--- config.mk ---
export PLATFORM = sky130hd
export DESIGN_NAME = sm_seq_multiplier
export DESIGN_NICKNAME = d
export VERILOG_FILES = /design/src/rtl/sm_seq_multiplier.sv
export SDC_FILE = /design/constraint.sdc
export NUM_CORES = 1
export LEC_CHECK = 0
export ABC_AREA = 1
export BUFFER_PORTS_ARGS = -buffer_cell sky130_fd_sc_hd__buf_2
export CAP_MARGIN = 10
export CORE_MARGIN = 2
export CORE_UTILIZATION = 35
export CTS_CLUSTER_DIAMETER = 40
export DETAILED_ROUTE_END_ITERATION = 12
export PLACE_DENSITY = 0.52
export SYNTH_ARGS = -nofsm -noshare
export SYNTH_HDL_FRONTEND = slang
export SYNTH_SLANG_ARGS = --single-unit
--- constraint.sdc ---
create_clock -name clk -period 4.2 [get_ports clk]
set_input_delay 0.21 -clock clk [delete_from_list [all_inputs] [get_ports clk]]
set_output_delay 0.21 -clock clk [all_outputs]
set_load 0.01 [all_outputs]
--- src/rtl/sm_seq_multiplier.sv ---
// Sequential sign-magnitude multiplier: one radix-2 shift-add step per cycle,
// IDLE -> CALC (MAG_W steps) -> DONE, registered product with a one-cycle rdy pulse.
module sm_seq_multiplier #(
  parameter int MAG_W    = 8,
  parameter int ZERO_POS = 1
) (
  input  logic               clk,
  input  logic               rst_n,
  input  logic               start,
  input  logic [MAG_W:0]     a,
  input  logic [MAG_W:0]     b,
  output logic               busy,
  output logic [2*MAG_W:0]   prdct,
  output logic               rdy
);

  localparam int CW = $clog2(MAG_W + 1);
  localparam int PW = 2 * MAG_W + 1;

  typedef enum logic [1:0] {IDLE, CALC, DONE} state_t;

  state_t             state, state_nxt;
  logic [MAG_W-1:0]   mcand;
  logic [PW-1:0]      acc;
  logic [CW-1:0]      cnt;
  logic               sign;
  logic               last_step;
  logic [MAG_W:0]     sum;
  logic [2*MAG_W-1:0] mag;
  logic               sign_out;

  assign last_step = (cnt == CW'(MAG_W - 1));
  // Upper half plus multiplicand; the extra bit keeps the carry of the add.
  assign sum       = acc[PW-1:MAG_W] + {1'b0, mcand};
  assign mag       = acc[2*MAG_W-1:0];
  assign sign_out  = ((ZERO_POS != 0) && (mag == '0)) ? 1'b0 : sign;

  always_ff @(posedge clk or negedge rst_n) begin
    if (!rst_n) state <= IDLE;
    else        state <= state_nxt;
  end

  always_comb begin
    state_nxt = state;
    busy      = 1'b0;
    case (state)
      IDLE: if (start) state_nxt = CALC;
      CALC: begin
        busy = 1'b1;
        if (last_step) state_nxt = DONE;
      end
      DONE: begin
        busy      = 1'b1;
        state_nxt = IDLE;
      end
      default: state_nxt = IDLE;
    endcase
  end

  always_ff @(posedge clk or negedge rst_n) begin
    if (!rst_n) begin
      mcand <= '0;
      acc   <= '0;
      cnt   <= '0;
      sign  <= 1'b0;
      prdct <= '0;
      rdy   <= 1'b0;
    end else begin
      rdy <= 1'b0;
      case (state)
        IDLE: if (start) begin
          mcand <= a[MAG_W-1:0];
          acc   <= {{(MAG_W+1){1'b0}}, b[MAG_W-1:0]};
          cnt   <= '0;
          sign  <= a[MAG_W] ^ b[MAG_W];
        end
        CALC: begin
          // Multiplier sits in the low half and is consumed LSB first.
          if (acc[0]) acc <= {1'b0, sum, acc[MAG_W-1:1]};
          else        acc <= {1'b0, acc[PW-1:1]};
          cnt <= cnt + CW'(1);
        end
        DONE: begin
          prdct <= {sign_out, mag};
          rdy   <= 1'b1;
        end
        default: ;
      endcase
    end
  end

endmodule

# Yosys cells after proc, flatten, opt, wreduce, memory -nomap -nowiden
# Index checks and enable logic that the tools add are counted.
# classes
n_addsub	2
bitwise_logic	1
mux	11
n_reduce_logical	7
n_eq_ne	5
# op_table
operator	n
$pmux W17 S2	1
$mux W17	1
$logic_not A16 Y1	1
$mux W16	1
$add A9 B8 Y9	1
$pmux W4 S2	1
$reduce_and A2 Y1	3
$add A4 B1 Y4 const B	1
$eq A4 B3 Y1 const B	1
$mux W2	2
$mux W4	1
$ne A2 B2 Y1 const B	2
$pmux W2 S2	1
$mux W1	3
$eq A2 B1 Y1 const B	1
$eq A2 B2 Y1 const B	1
$logic_not A2 Y1	1
$reduce_bool A2 Y1	1
$reduce_or A2 Y1	1
$xor A1 B1 Y1	1
# totals
ff_bits	50
wordCells	33
inputBits	21
output_inout_bits	19

# Longest topological paths before layout
# Gate-level depths: netlist (run 1).
# logic_depth
word_depth	3
ltp_mapped	12
depth_no_buf	12

# Least setup slack after synthesis (run 1)
# Ideal clock, no wire load.
# synth_timing
path_type	flip-flop to flip-flop
start	register mcand[0]
end	register acc[11]
arrival_ps	1409
n_path_buf	0
period_less_slack_ps	1529
setup_ps	120
stages_incl_launch_ff	11
t_required_ps	4080
path_slack_ps	2671
cell_sequence	dfrtp_1 ha_1 inv_1 fa_1 inv_1 nand2_1 nand2_1 and2_1 nor2_1 o21ai_1 nand2_1
# synth_via
elab_chain_len	3
# synth_rtl
item	line_no	text
from (decl)	23	logic [MAG_W-1:0] mcand;
from (signal assigned)	72	mcand <= a[MAG_W-1:0];
$add A9 B8 Y9	34	assign sum = acc[PW-1:MAG_W] + {1'b0, mcand};
$mux W16	79	if (acc[0]) acc <= {1'b0, sum, acc[MAG_W-1:1]};
$pmux W17 S2	70	case (state)
to (signal assigned)	73	acc <= {{(MAG_W+1){1'b0}}, b[MAG_W-1:0]};
to (signal assigned)	79	
to (signal assigned)	80	else acc <= {1'b0, acc[PW-1:1]};
to (decl)	24	logic [PW-1:0] acc;
# Every way passes these cells.
# A chain may end at the register's enable or synchronous reset.

# Worst setup path in the final report (run 1)
# layout_timing
start	register state[1]
end	register cnt[2]
# layout_via
elab_chain_len	3
word_cells_on_any_way	6
classes_between	2 x eq/ne; 1 x mux; 3 x reduce/logical
# layout_rtl
item	line_no	text
from (decl)	22	state_t state, state_nxt;
from (signal assigned)	40	else state <= state_nxt;
$eq A2 B1 Y1 or $logic_not A2 Y1 (tied branches)	70	
$reduce_bool A2 Y1 (no line) or $ne A2 B2 Y1 (tied branches)	--	
$reduce_and A2 Y1 (no line)	--	
to (signal assigned)	81	cnt <= cnt + CW'(1);
to (decl)	25	logic [CW-1:0] cnt;
# Parallel ways exist; a longest one is shown, timed or not.

==> metrics.md, run 1 <==
| Metric | Value |
|---|---|
| Number of enable flip-flop cells after synthesis | `0` |
| Floorplan die area | `7910 sq um` |
| Setup bufs post-CTS | `0` |
| Number of placement rows | `30` |
| Critical Path Most Common Cell | `sky130_fd_sc_hd__inv_1` |
| Post-synthesis sequential area ratio | `48.5%` |
| Largest net degree at the start of global routing | `50` |
| Busiest layer in global routing | `met1` |
| Synthesized instance count | `306` |
| Maximum fanout along the worst path | `22` |
| GRT met1 Usage | `23.1%` |
| Leading cell types by total area after synthesis | `sky130_fd_sc_hd__dfrtp_1 (49%), sky130_fd_sc_hd__nand2_1 (16%), sky130_fd_sc_hd__ha_1 (5.9%)` |
| Worst skew pair latency | `0.30 ns` |
| Violated checks | `hold timing` |
| Post-synth top area share | `48.5%` |
| Antenna violations before repair | `0` |
| Leakage component of the power | `0.00154 uW` |
| Worst EP required | `4.40 ns` |
| First-pass GRT wire length | `9260 microns` |
| Max Slew Vio Count | `0` |
| Post-cts sizing count | `0` |
| Status | `finished, violations left` |
| Floorplan die height | `89.0 microns` |
| Element type at the critical path end | `flop` |
| Number of standard cells in the final layout excluding fillers | `441` |
| Fillcell total | `764` |
| # Max-Cap Violations | `0` |
| Count of unique library cells instantiated by Yosys | `32` |
| Yosys Warn Count | `0` |
| Kind of critical path | `flop to flop` |
| Number of I/O pins | `40` |
| Final total power | `2210 uW` |
| Port-buffer cells | `39` |
| Final worst hold slack | `-0.0210 ns` |
| Clk_skew | `0.00691 ns` |
| Fraction of met2 tracks used by global routing | `22.0%` |
| Worst-path cell with the longest stage delay | `sky130_fd_sc_hd__ha_1` |
| Maximum count of clock buffers along a single path | `2` |
| Fraction of registers with async set or reset after synthesis | `100%` |
| Clock period minus worst slack | `2.33 ns` |
| Remaining number of nets flagged by the antenna check after routing | `0` |
| Syn nets | `340` |
| Final #Nets | `378` |
| Clock tree from TritonCTS | `built` |
| List of cells traversed by the critical path | `inv_1 -> ha_1 -> inv_2 -> o21ai_4 -> inv_1 -> a21oi_1 -> nor2_1` |
| H-Tree Depth | `2` |
| Most frequently used flop master after synthesis | `sky130_fd_sc_hd__dfrtp_1` |
| Maximum clock rate | `428 MHz` |
| Kind of launch point of the worst setup path | `flop` |
| Floorplan core area | `6910 sq um` |
| Buffer and inverter count on the worst path | `3` |
| Fraction of layout instances using a drive strength above 1 | `17.7%` |
| CTS clock-pin slew for the worst setup and hold paths | `0.10 ns` |
| Post-placement setup slack | `1.87 ns` |
| Number of hold buffers added after CTS | `0` |
| Ant. Diodes | `0` |
| Max VDD drop | `0.288 mV` |
| Initial core utilization | `36.6%` |
| Setup-failing EPs final | `0` |
| Synth-to-Final Area Change | `15.6%` |
| Worst hold path class | `primary input to async pin` |
| Vias in the first global route | `1871` |
| Cell class contributing the biggest share of worst-path delay | `adder cells` |
| RSZ-0062 raised after global routing | `false` |
| DRC | `0` |
| Clock tree root buffer cell | `sky130_fd_sc_hd__clkbuf_8` |
| Cts bufs inserted | `5` |
| Delay contributed by the slowest stage of the critical path | `0.64 ns` |
| Total congestion overflow | `0` |
| GR Layer Usage met3 | `3.14%` |
| Leading post-synthesis cells by instance count | `sky130_fd_sc_hd__nand2_1 (106), sky130_fd_sc_hd__dfrtp_1 (49), sky130_fd_sc_hd__inv_1 (28)` |
| Initial detailed-routing violation count | `120` |
| WL final | `5470 microns` |
| Average footprint of a synthesized cell | `8.26 sq um` |
| Final total negative setup slack | `0 ns` |
| Relative slew margins | `50.1%` |
| Via count of the routed design | `2005` |
| Half-perimeter wire length after placement | `3940 microns` |
| Overall Global Routing Usage | `15.2%` |
| Share of the clock period used by the worst path | `55.6%` |
| Clk sinks | `49` |
| Pin slew with the least headroom to its limit | `0.748 ns` |
| Top cell type by total area after synthesis | `sky130_fd_sc_hd__dfrtp_1` |
| Worst path setup slack after routing | `1.87 ns` |
| Die width | `89.0 microns` |
| Final Wtd Congestion | `0.795` |
| Cell count after placement | `433` |
| DR WL/cell | `12.4 microns` |
| Via-per-instance ratio | `4.55` |
| Critical Path AT | `2.54 ns` |
| Power Density | `757 nW/um^2` |
| Post-Syn Area | `2530 sq um` |
| Number of optimization iterations in the first detailed-route pass | `4` |
| Hold violation count in the final report | `9` |
| Flip-flop and latch count after synthesis | `49` |
| Cell with the most instances after synthesis | `sky130_fd_sc_hd__nand2_1` |
==> worst register-to-register path, cell delays in order, from the launching register on <==
cell,delay (ns)
sky130_fd_sc_hd__dfrtp_1,0.42
sky130_fd_sc_hd__inv_1,0.09
sky130_fd_sc_hd__ha_1,0.64
sky130_fd_sc_hd__inv_2,0.15
sky130_fd_sc_hd__o21ai_4,0.46
sky130_fd_sc_hd__inv_1,0.26
sky130_fd_sc_hd__a21oi_1,0.18
sky130_fd_sc_hd__nor2_1,0.05
==> stage by stage <==
stage,instance area [sq um],util [%]
floorplan,2530,-
global placement,2780,40.3
detailed placement,2780,40.3
CTS,2920,42.3
global route,2920,42.3
finish,2920,42.3
==> where the power goes <==
part	switching (uW)	internal [uW]
sequential	135	667
clock	171	240
combinational	628	368
==> cells by family (layout without fill, tap and decap cells) <==
kind of cell	Yosys count	count (layout)	share of synthesized area, %
flops	49	49	48.5
simple gates	151	151	24.9
xor+xnor	2	2	0.694
compound gates	50	50	11.7
fa+ha+maj	13	13	6.74
buf+inv	41	80	7.43
==> flip-flops by register name, indices dropped and copies added (netlist names) <==
name,flops
mcand,8
acc,16
rdy,1
state,2
sign,1
prdct,17
cnt,4
==> routing by layer <==
metal / up-vias / routed length (microns)
li1: 1061 / -
met1: 899 / 2880
met2: 41 / 2290
met3: 4 / 243
met4: 0 / 54
met5: - / 0
==> layout make-up <==
class                           instances  area [sq um]  area share [%]
Sequential cell                        49          1230            42.0
Multi-Input combinational cell        216          1110            38.1
Timing Repair Buffer                   40           203            6.94
Inverter                               32           120            4.11
Tap cell                               96           120            4.11
Clock buffer                            5          68.8            2.36
Clock inverter                          3          68.8            2.36
==> worst paths after layout <==
| path | from | to | slack (ns) | depth (start not counted) |
|---|---|---|---|---|
| max | state[1] | cnt[2] | 1.87 | 7 |
| min reg2reg | prdct[12] | prdct[12] | 0.47 | 2 |
| max in group asynchronous | rst_n | prdct[10] | 3.77 | 2 |
| min in group clk | a[2] | mcand[2] | 0.09 | 3 |
| max reg2reg | state[1] | cnt[2] | 1.87 | 7 |
| min | rst_n | mcand[7] | -0.02 | 2 |
==> cell usage in the layout (no fill, tap or decap), types with 2 or more instances in the layout <==
cell type and count:
sky130_fd_sc_hd__o21ai_0 25, sky130_fd_sc_hd__or2_4 2, sky130_fd_sc_hd__ha_1 12, sky130_fd_sc_hd__o21ai_2 2, sky130_fd_sc_hd__buf_2 39, sky130_fd_sc_hd__nand4_1 5, sky130_fd_sc_hd__o211ai_1 7, sky130_fd_sc_hd__inv_2 4
sky130_fd_sc_hd__bufinv_16 2, sky130_fd_sc_hd__clkbuf_8 5, sky130_fd_sc_hd__o21ai_1 3, sky130_fd_sc_hd__inv_1 28, sky130_fd_sc_hd__a21oi_1 9, sky130_fd_sc_hd__nor2_1 19, sky130_fd_sc_hd__nand2_1 106, sky130_fd_sc_hd__nand3_1 12
sky130_fd_sc_hd__xnor2_1 2, sky130_fd_sc_hd__dfrtp_1 49
Note: power is estimated with default switching activity, not from simulation.
==> inputs of run 2 (changes only) <==
- PLACE_DENSITY: 0.52 -> 0.54
- clock period: 4.2 -> 1.9 ns (I/O delays scaled with it)
==> run 2 against run 1 <==
The flow now finishes without violations; core utilization is 1.8 points higher; worst hold slack better by 0.047 ns; sequential cell count stayed put; largest power group unchanged; register-to-register slack worse by 1.6 ns; highest routed layer unchanged; setup slack worse by 1.6 ns.
==> metrics.md, run 2 (synthesis gave the netlist of run 1 again) <==
| Metric | Value |
|---|---|
| Status | `finished, final reports clean` |
| Critical Path AT | `1.86 ns (-0.68 ns)` |
| Max Slew Vio Count | `0 (unchanged)` |
| Final total power | `4960 uW (+120%)` |
| Largest reg by FF count | `prdct` |
| Post-cts sizing count | `0 (unchanged)` |
| Initial core utilization | `36.6% (unchanged)` |
| Cell count of the worst hold path | `3` |
| Highest-count cells in the layout ignoring fill and taps | `sky130_fd_sc_hd__nand2_1 (106), sky130_fd_sc_hd__dfrtp_1 (49), sky130_fd_sc_hd__buf_2 (39), sky130_fd_sc_hd__inv_1 (28), sky130_fd_sc_hd__o21ai_0 (25)` |
| Clock tree from TritonCTS | `built` |
| Final #Nets | `392 (+3.7%)` |
| Max VDD drop | `0.695 mV (+140%)` |
| Post-placement setup slack | `0.275 ns (-1.60 ns)` |
| Fraction of met2 tracks used by global routing | `22.6% (+0.54 points)` |
| Largest net degree at the start of global routing | `29 (-42%)` |
| Number of optimization iterations in the first detailed-route pass | `4 (unchanged)` |
| DR WL/cell | `12.1 microns (-2.7%)` |
| Core occupancy in the finished layout | `44.1% (+1.8 points)` |
| Half-perimeter wire length after placement | `4090 microns (+3.8%)` |
| Floorplan core area | `6910 sq um (unchanged)` |
| R2R Setup Slk | `0.24 ns (-1.62 ns)` |
| # Max-Cap Violations | `0 (unchanged)` |
| Most frequent standard cell in the layout excluding fill and tap cells | `sky130_fd_sc_hd__nand2_1` |
| H-Tree Depth | `2 (unchanged)` |
| Flip-flop count of the largest register after layout | `17 (unchanged)` |
| Pin slew with the least headroom to its limit | `0.474 ns (-0.274 ns)` |
| Die width | `89.0 microns (unchanged)` |
| Clock tree root buffer cell | `sky130_fd_sc_hd__clkbuf_8` |
| Placement-stage cell area | `2820 sq um (+1.3%)` |
| Final Wtd Congestion | `0.855 (+7.6%)` |
| GRT met1 Usage | `21.9% (-1.2 points)` |
| Worst skew pair latency | `0.31 ns (about the same)` |
| Hold violation count in the final report | `0 (-9)` |
| Synth-to-Final Area Change | `20.6%` |
| Final total negative setup slack | `0 ns (unchanged)` |
| GR Layer Usage met3 | `2.77% (-0.37 points)` |
| Element type at the critical path end | `flop` |
| Busiest layer in global routing | `met2` |
| Largest registers | `prdct (17), acc (16), mcand (8)` |
| Number of I/O pins | `40 (unchanged)` |
| RSZ-0062 raised after global routing | `false` |
| Worst Reg2Reg Path Length in Cells | `11 (+4)` |
| Worst hold path class | `primary input to flop` |
| Startpoint of the worst-slack reg-to-reg timing path | `mcand[0]` |
| Via count of the routed design | `2086 (+4.0%)` |
| Clock period minus worst slack | `1.66 ns (-0.678 ns)` |
| Leakage component of the power | `0.00160 uW (+4.0%)` |
| Critical hold path startpoint | `b[3]` |
| Maximum fanout along the worst path | `2 (-91%)` |
| Relative slew margins | `68.4% (+18 points)` |
| Power Density | `1630 nW/um^2 (+120%)` |
| Overall Global Routing Usage | `15.1% (-0.14 points)` |
| Clk_skew | `0.00432 ns (-0.00259 ns)` |
| Endpoint of the lowest-slack register-to-register path | `acc[13]` |
| Floorplan die height | `89.0 microns (unchanged)` |
| Maximum clock rate | `604 MHz (+41%)` |
| Post-Layout Inst Area | `3050 sq um (+4.4%)` |
| Number of placement rows | `30 (unchanged)` |
| Kind of critical path | `flop to flop` |
| Share of the clock period used by the worst path | `87.1% (+32 points)` |
| WL final | `5490 microns (+0.38%)` |
| Antenna violations before repair | `0 (unchanged)` |
| Fraction of layout instances using a drive strength above 1 | `18.4% (+0.70 points)` |
| Worst EP required | `2.11 ns (-2.29 ns)` |
| CTS clock-pin slew for the worst setup and hold paths | `0.09 ns (about the same)` |
| Remaining number of nets flagged by the antenna check after routing | `0 (unchanged)` |
| Initial detailed-routing violation count | `96 (-20%)` |
| Worst hold path endpoint | `acc[3]` |
| Floorplan die area | `7910 sq um (unchanged)` |
| Fillcell total | `737 (-3.5%)` |
| Clk sinks | `49 (unchanged)` |
| Worst path setup slack after routing | `0.244 ns (-1.62 ns)` |
| Setup-failing EPs final | `0 (unchanged)` |
| First-pass GRT wire length | `9120 microns (-1.5%)` |
| Cts bufs inserted | `5 (unchanged)` |
| Maximum count of clock buffers along a single path | `2 (unchanged)` |
| DRC | `0 (unchanged)` |
| Ant. Diodes | `0 (unchanged)` |
| Port-buffer cells | `39 (unchanged)` |
| Kind of launch point of the worst setup path | `flop` |
| Total congestion overflow | `0 (unchanged)` |
| Via-per-instance ratio | `4.58 (+0.84%)` |
| Vias in the first global route | `1894 (+1.2%)` |
==> run 2: cell count changes in the layout (fill, tap and decap cells not counted), sizes merged <==
cell         delta
buf             +5
dlygate4sd3     +9
==> run 2: power breakdown <==
group	internal (uW)	total, uW	leakage [uW]	switching, uW
combinational	869	2280	0.000906	1410
clock	530	905	0.0000687	375
sequential	1470	1770	0.000628	299
total	2870	4960	0.00160	2090
==> run 2: metal layers <==
layer  share of wire [%]  vias up
met2                  42       42
met4                 1.6        0
met3                 4.0        7
li1                    -     1088
met1                  52      949
met5                   0        -
==> run 2: per-stage QoR <==
stage | hold slack [ns] | std cells
4_1_cts | 0.0203 | 455
3_5_place_dp | 0.0797 | 438
6_report | 0.0262 | 455
3_3_place_gp | 0.0792 | 438
2_1_floorplan | -0.201 | 306
5_1_grt | 0.0361 | 455
==> run 2: critical path, cell delays in order, from the launching register on <==
cell	delay (ns)
sky130_fd_sc_hd__dfrtp_1	0.36
sky130_fd_sc_hd__ha_1	0.17
sky130_fd_sc_hd__inv_1	0.05
sky130_fd_sc_hd__fa_1	0.39
sky130_fd_sc_hd__inv_1	0.07
sky130_fd_sc_hd__nand2_1	0.05
sky130_fd_sc_hd__nand2_1	0.07
sky130_fd_sc_hd__nand3_1	0.10
sky130_fd_sc_hd__nand3_1	0.09
sky130_fd_sc_hd__nand3_1	0.08
sky130_fd_sc_hd__nand2_1	0.08
sky130_fd_sc_hd__nand2_1	0.05
==> run 2: worst max-delay path by stage <==
stage / from / to / cells past startpoint
final: mcand[0] / acc[13] / 11
after global routing: acc[14] / acc[14] / 9
after CTS: mcand[0] / acc[13] / 11
after detailed placement: mcand[0] / acc[13] / 11
after global placement: mcand[0] / acc[11] / 10
after floorplan: mcand[0] / acc[11] / 10
==> run 2: layout make-up <==
class | instances | area, sq um | area share [%]
multi-input cells | 216 | 1110 | 36.5
well taps | 96 | 120 | 3.94
repair buffers | 54 | 330 | 10.8
flip-flops and latches | 49 | 1230 | 40.2
clock buffers | 5 | 68.8 | 2.26
clock inverters | 3 | 68.8 | 2.26
inverters | 32 | 120 | 3.94
==> run 2: timing repair <==
action | CTS | global route
hold buffers | 9 | 0
hold endpoints to repair | 25 | 0
setup buffers | 0 | 0
